**src/rtl/alu_pkg.sv**
```systemverilog
// Shared ALU encodings: the aluOp classes produced by the main control
// decoder, the R-type function codes, and the aluCtr operation selects
// consumed by the ALU datapath. Every block that touches these fields
// imports this package so the encodings live in exactly one place.
package alu_pkg;

  localparam int FUNC_W = 4;
  localparam int OP_W   = 3;
  localparam int CTR_W  = 3;

  // ALU operation select (aluCtr).
  typedef enum logic [CTR_W-1:0] {
    CTR_ADD = 3'b000,
    CTR_SUB = 3'b001,
    CTR_AND = 3'b010,
    CTR_OR  = 3'b011,
    CTR_XOR = 3'b100,
    CTR_NOR = 3'b101,
    CTR_SLT = 3'b110,
    CTR_SLL = 3'b111
  } alu_ctr_e;

  // Operation class from the main decoder (aluOp).
  typedef enum logic [OP_W-1:0] {
    OP_RTYPE = 3'b000,
    OP_ADD   = 3'b001,
    OP_SUB   = 3'b010,
    OP_AND   = 3'b011,
    OP_OR    = 3'b100,
    OP_SLT   = 3'b101,
    OP_XOR   = 3'b110,
    OP_NOR   = 3'b111
  } alu_op_e;

  // R-type function field codes. Plain constants rather than an enum,
  // because codes 1000-1111 are legal bit patterns on the wire that carry
  // no operation and must still be decoded (as illegal).
  localparam logic [FUNC_W-1:0] FUNC_ADD = 4'b0000;
  localparam logic [FUNC_W-1:0] FUNC_SUB = 4'b0001;
  localparam logic [FUNC_W-1:0] FUNC_AND = 4'b0010;
  localparam logic [FUNC_W-1:0] FUNC_OR  = 4'b0011;
  localparam logic [FUNC_W-1:0] FUNC_XOR = 4'b0100;
  localparam logic [FUNC_W-1:0] FUNC_NOR = 4'b0101;
  localparam logic [FUNC_W-1:0] FUNC_SLT = 4'b0110;
  localparam logic [FUNC_W-1:0] FUNC_SLL = 4'b0111;

endpackage : alu_pkg

```
**src/rtl/alu_ctrl_decode.sv**
```systemverilog
// Purely combinational ALU control decoder.
// Ports:
//   func    in  [3:0]  R-type function field (only used when aluOp = R-type)
//   aluOp   in  [2:0]  operation class from the main decoder
//   ctr     out [2:0]  ALU operation select
//   illegal out        R-type function code has no defined operation
module alu_ctrl_decode
  import alu_pkg::*;
(
  input  logic [FUNC_W-1:0] func,
  input  logic [OP_W-1:0]   aluOp,
  output logic [CTR_W-1:0]  ctr,
  output logic              illegal
);

  always_comb begin
    // NOTE: every output gets a value before the case so no path through
    // the decode leaves one unassigned (which would infer a latch).
    ctr     = CTR_ADD;
    illegal = 1'b0;
    case (aluOp)
      OP_RTYPE: begin
        case (func)
          FUNC_ADD: ctr = CTR_ADD;
          FUNC_SUB: ctr = CTR_SUB;
          FUNC_AND: ctr = CTR_AND;
          FUNC_OR:  ctr = CTR_OR;
          FUNC_XOR: ctr = CTR_XOR;
          FUNC_NOR: ctr = CTR_NOR;
          FUNC_SLT: ctr = CTR_SLT;
          FUNC_SLL: ctr = CTR_SLL;
          // Unsupported function codes fall back to a harmless ADD and
          // raise the flag so the exception logic can trap the instruction.
          default: begin
            ctr     = CTR_ADD;
            illegal = 1'b1;
          end
        endcase
      end
      // Non-R-type classes ignore func entirely.
      OP_ADD:  ctr = CTR_ADD;
      OP_SUB:  ctr = CTR_SUB;
      OP_AND:  ctr = CTR_AND;
      OP_OR:   ctr = CTR_OR;
      OP_SLT:  ctr = CTR_SLT;
      OP_XOR:  ctr = CTR_XOR;
      OP_NOR:  ctr = CTR_NOR;
      default: ctr = CTR_ADD;
    endcase
  end

endmodule : alu_ctrl_decode

```
**src/rtl/alu_control.sv**
```systemverilog
// ALU control unit: the combinational decoder followed by one output
// register stage, giving exactly one cycle of latency from (aluOp, func)
// to (aluCtr, illegal). Each cycle decodes independently.
// Parameters:
//   RESET_CTR         aluCtr value forced while rstN is low
// Ports:
//   clk      in         rising-edge clock
//   rstN     in         asynchronous active-low reset
//   func     in  [3:0]  R-type function field
//   aluOp    in  [2:0]  operation class from the main decoder
//   aluCtr   out [2:0]  registered ALU operation select
//   illegal  out        registered flag: last sampled R-type func unsupported
module alu_control
  import alu_pkg::*;
#(
  parameter logic [CTR_W-1:0] RESET_CTR = 3'b000
) (
  input  logic              clk,
  input  logic              rstN,
  input  logic [FUNC_W-1:0] func,
  input  logic [OP_W-1:0]   aluOp,
  output logic [CTR_W-1:0]  aluCtr,
  output logic              illegal
);

  logic [CTR_W-1:0] dec_ctr;
  logic             dec_illegal;

  logic [CTR_W-1:0] alu_ctr_d, alu_ctr_q;
  logic             illegal_d, illegal_q;

  alu_ctrl_decode u_decode (
    .func    (func),
    .aluOp   (aluOp),
    .ctr     (dec_ctr),
    .illegal (dec_illegal)
  );

  always_comb begin
    alu_ctr_d = dec_ctr;
    illegal_d = dec_illegal;
  end

  always_ff @(posedge clk or negedge rstN) begin
    // NOTE: state registers use non-blocking assignments so every flop
    // samples its pre-edge inputs regardless of statement order.
    if (!rstN) begin
      alu_ctr_q <= RESET_CTR;
      illegal_q <= 1'b0;
    end else begin
      alu_ctr_q <= alu_ctr_d;
      illegal_q <= illegal_d;
    end
  end

  assign aluCtr  = alu_ctr_q;
  assign illegal = illegal_q;

endmodule : alu_control

```
**config.mk**
```make
export PLATFORM = sky130hd
export DESIGN_NAME = alu_control
export DESIGN_NICKNAME = d
export VERILOG_FILES = /design/src/rtl/alu_pkg.sv /design/src/rtl/alu_ctrl_decode.sv /design/src/rtl/alu_control.sv
export SDC_FILE = /design/constraint.sdc
export NUM_CORES = 1
export LEC_CHECK = 0
export BUFFER_PORTS_ARGS = -buffer_cell sky130_fd_sc_hd__buf_2
export CORE_AREA = 2 2 39 41
export DETAILED_ROUTE_END_ITERATION = 10
export DIE_AREA = 0 0 41 43
export PLACE_DENSITY = 0.38
export SYNTH_ARGS = -nofsm -noshare
export SYNTH_HDL_FRONTEND = slang
export SYNTH_SLANG_ARGS = --single-unit
export TNS_END_PERCENT = 10
```
**constraint.sdc**
```tcl
create_clock -name clk -period 0.8 [get_ports clk]
set_clock_uncertainty 0.05 [all_clocks]
set_input_delay 0.16 -clock clk [delete_from_list [all_inputs] [get_ports clk]]
set_output_delay 0.16 -clock clk [all_outputs]
set_load 0.01 [all_outputs]
```
==> impl_metrics.yaml <==
outcome:
  status: "finished, violations left"
  violations: "setup timing"
sta:
  setup_tns_ns: -0.479
  drv_slew: 0
  fin_crit_sh: 1.16
  relSlewSlack: 0.864
  setup_viol: 4
  final_hold_viol_count: 0
  period_needed_ns: 0.929
  worst_pin_slew_ns: 0.202
  worst_slack_ns: -0.129
  fmax_ghz: 1.08
  rsz0062_at_grt: "true"
hold_path:
  hold_start: "func[2]"
  min_to: "aluCtr[2]"
  min_path_type: "input port to register"
  whs_path_depth: 3
placement:
  port_buffers: 12
  hpwlAfterDp_microns: 405
  placed_cell_area_sq_um: 298
  gp_congestion: 0.692
  dp_worst_setup_slack_ns: -0.139
floorplanning:
  chipWidth_microns: 41
  die_area_sq_um: 1760
  initial_core_util: 0.136
  std_cell_rows: 14
  die_h_microns: 43
  core_region_area_sq_um: 1380
  pin_count: 13
global_route:
  grt_max_degree: 6
  grt_pass1_wl_microns: 738
  gr-usage-all-layers: 0.0653
  antenna_found_initial: 0
  grt_pass1_vias: 190
  overflow: 0
detailed_routing:
  vias_per_cell: 3.81
  drt_wl_total_microns: 447
  wl_per_cell_microns: 8.28
  first_iter_violations: 0
  vias: 206
  drc: 0
  ant_nets: 0
  drt_pass1_iterations: 1
finish:
  area_growth_pct: 79.3
  design_area_sq_um: 337
  layout-drive-gt1-share: 0.526
  nets: 49
  diodes: 0
  fillers: 153
setup_path:
  worstSetupPathType: "register to output port"
  end_kind: "output port"
  worst_path_max_delay_cell: "dfrtp_1"
  required_ns: 0.59
  cp.arrival_ns: 0.72
  start_kind: "register"
  max_stage_delay_ns: 0.36
  cp_max_fo: 1
  timing.critical_path.buf_inv: 1
  crit_chain: "buf_2"
  cp_top_family: "flip-flops"
power_and_ir_drop:
  powerDensity_nw_per_um2: 1680
  p_leak_nw: 0.173
  ir_drop_v: 0.000375
synth:
  synth_cells: 18
  yosysTopAreaCell: "dfrtp_1"
  yosysUniqueCellTypes: 12
  synth.area.top_cells: "dfrtp_1 53%, nand2b_1 10%, and3b_2 5.3%, or3b_1 4.7%, a211oi_1 4.0%"
  synth_flop_cell: "dfrtp_1"
  synth_common_cells: "4 x dfrtp_1, 3 x nand2b_1, 2 x nor2_1"
  synthArstFlopShare: 1.00
  synth_edf_count: 0
  avgSynthCellArea_sq_um: 10.4
  ys_ff_latch: 4
  syn-num-nets: 27
  yosysMostFrequentCell: "dfrtp_1"
  ys_seq_area_frac: 0.533
  synth_top_area_frac: 0.533
  ys_warn_count: 0
  synth_area_sq_um: 188
cts:
  cts_buffers: 3
  clock_sinks: 4
  post-cts-setup-buffers: 0
  clk_pin_slew_ns: 0.03
  cts_root_buf: "clkbuf_4"
  clock_path_buffers: 2
  h-tree-depth: 1
  cts_tree: "yes"
run:
  cap_violations: 0
==> final cells by class <==
type / instances / area (sq um) / share of cell area
Inverter: 1 / 3.75 / 0.0112
Sequential cell: 4 / 100 / 0.297
Timing Repair Buffer: 17 / 106 / 0.316
Tap cell: 16 / 20.0 / 0.0595
Clock buffer: 3 / 22.5 / 0.0669
Multi-Input combinational cell: 13 / 83.8 / 0.249
==> through the flow <==
step	hold slack [ns]	power, mW	utilization	instances
floorplan	-0.186	0.255	-	18
global placement	-0.0856	0.315	0.215	50
detailed placement	-0.0832	0.319	0.215	50
CTS	0.131	0.578	0.239	54
global route	0.139	0.612	0.243	54
finish	0.137	0.567	0.243	54
==> how the worst max path moves through the flow <==
stage	startpoint	end	slack, ns	cells after the start
after detailed placement	aluOp[1]	aluCtr[2]	-0.14	3
final	aluCtr[2]	aluCtr[2]	-0.13	1
after CTS	aluCtr[2]	aluCtr[2]	-0.14	1
after global routing	aluCtr[2]	aluCtr[2]	-0.16	1
after global placement	aluOp[1]	aluCtr[2]	-0.13	3
after floorplan	aluOp[1]	aluCtr[2]	0.02	2
==> power by group <==
group	total (mW)	switching (mW)	internal, mW
Sequential	0.221	0.00396	0.217
Clock	0.243	0.0754	0.167
Combinational	0.103	0.0434	0.0596
Total	0.567	0.123	0.444
==> timing repair <==
item | in CTS | in global routing
hold buffers | 1 | 0
resized for setup | 0 | 1
hold endpoints to repair | 4 | 0
setup endpoints to repair | 4 | 4
gates cloned | 0 | 0
==> cells by family (layout without fill, tap and decap cells) <==
kind of cell,after synthesis,after routing,synth area share
AND/OR/NAND/NOR,8,8,0.273
buffers and inverters,1,21,0.0200
AO/OA/AOI/OAI,5,5,0.173
flip-flops,4,4,0.533
==> cell usage in the layout, fill, tap and decap left out <==
cell type	count
buf_2	11
dfrtp_1	4
buf_4	4
nand2b_1	3
clkbuf_4	3
nor2_1	2
or3b_1	1
a22oi_1	1
a21boi_0	1
and3b_2	1
a211oi_1	1
or3_1	1
o21ai_0	1
o21ai_1	1
inv_1	1
dlygate4sd3_1	1
buf_6	1
==> sequential cells by signal, summed over array words and instances (netlist names) <==
signal / count
aluCtr: 3
illegal: 1
==> layer usage <==
layer	share of wire	wire [microns]	global-route usage	vias to the layer above
met2	0.47	208	0.0875	13
met4	0	0	0.0600	0
met1	0.39	174	0.0707	89
met5	0	0	0	-
li1	-	-	-	104
met3	0.14	64	0.0314	0
Note: power is estimated with default switching activity, not from simulation.
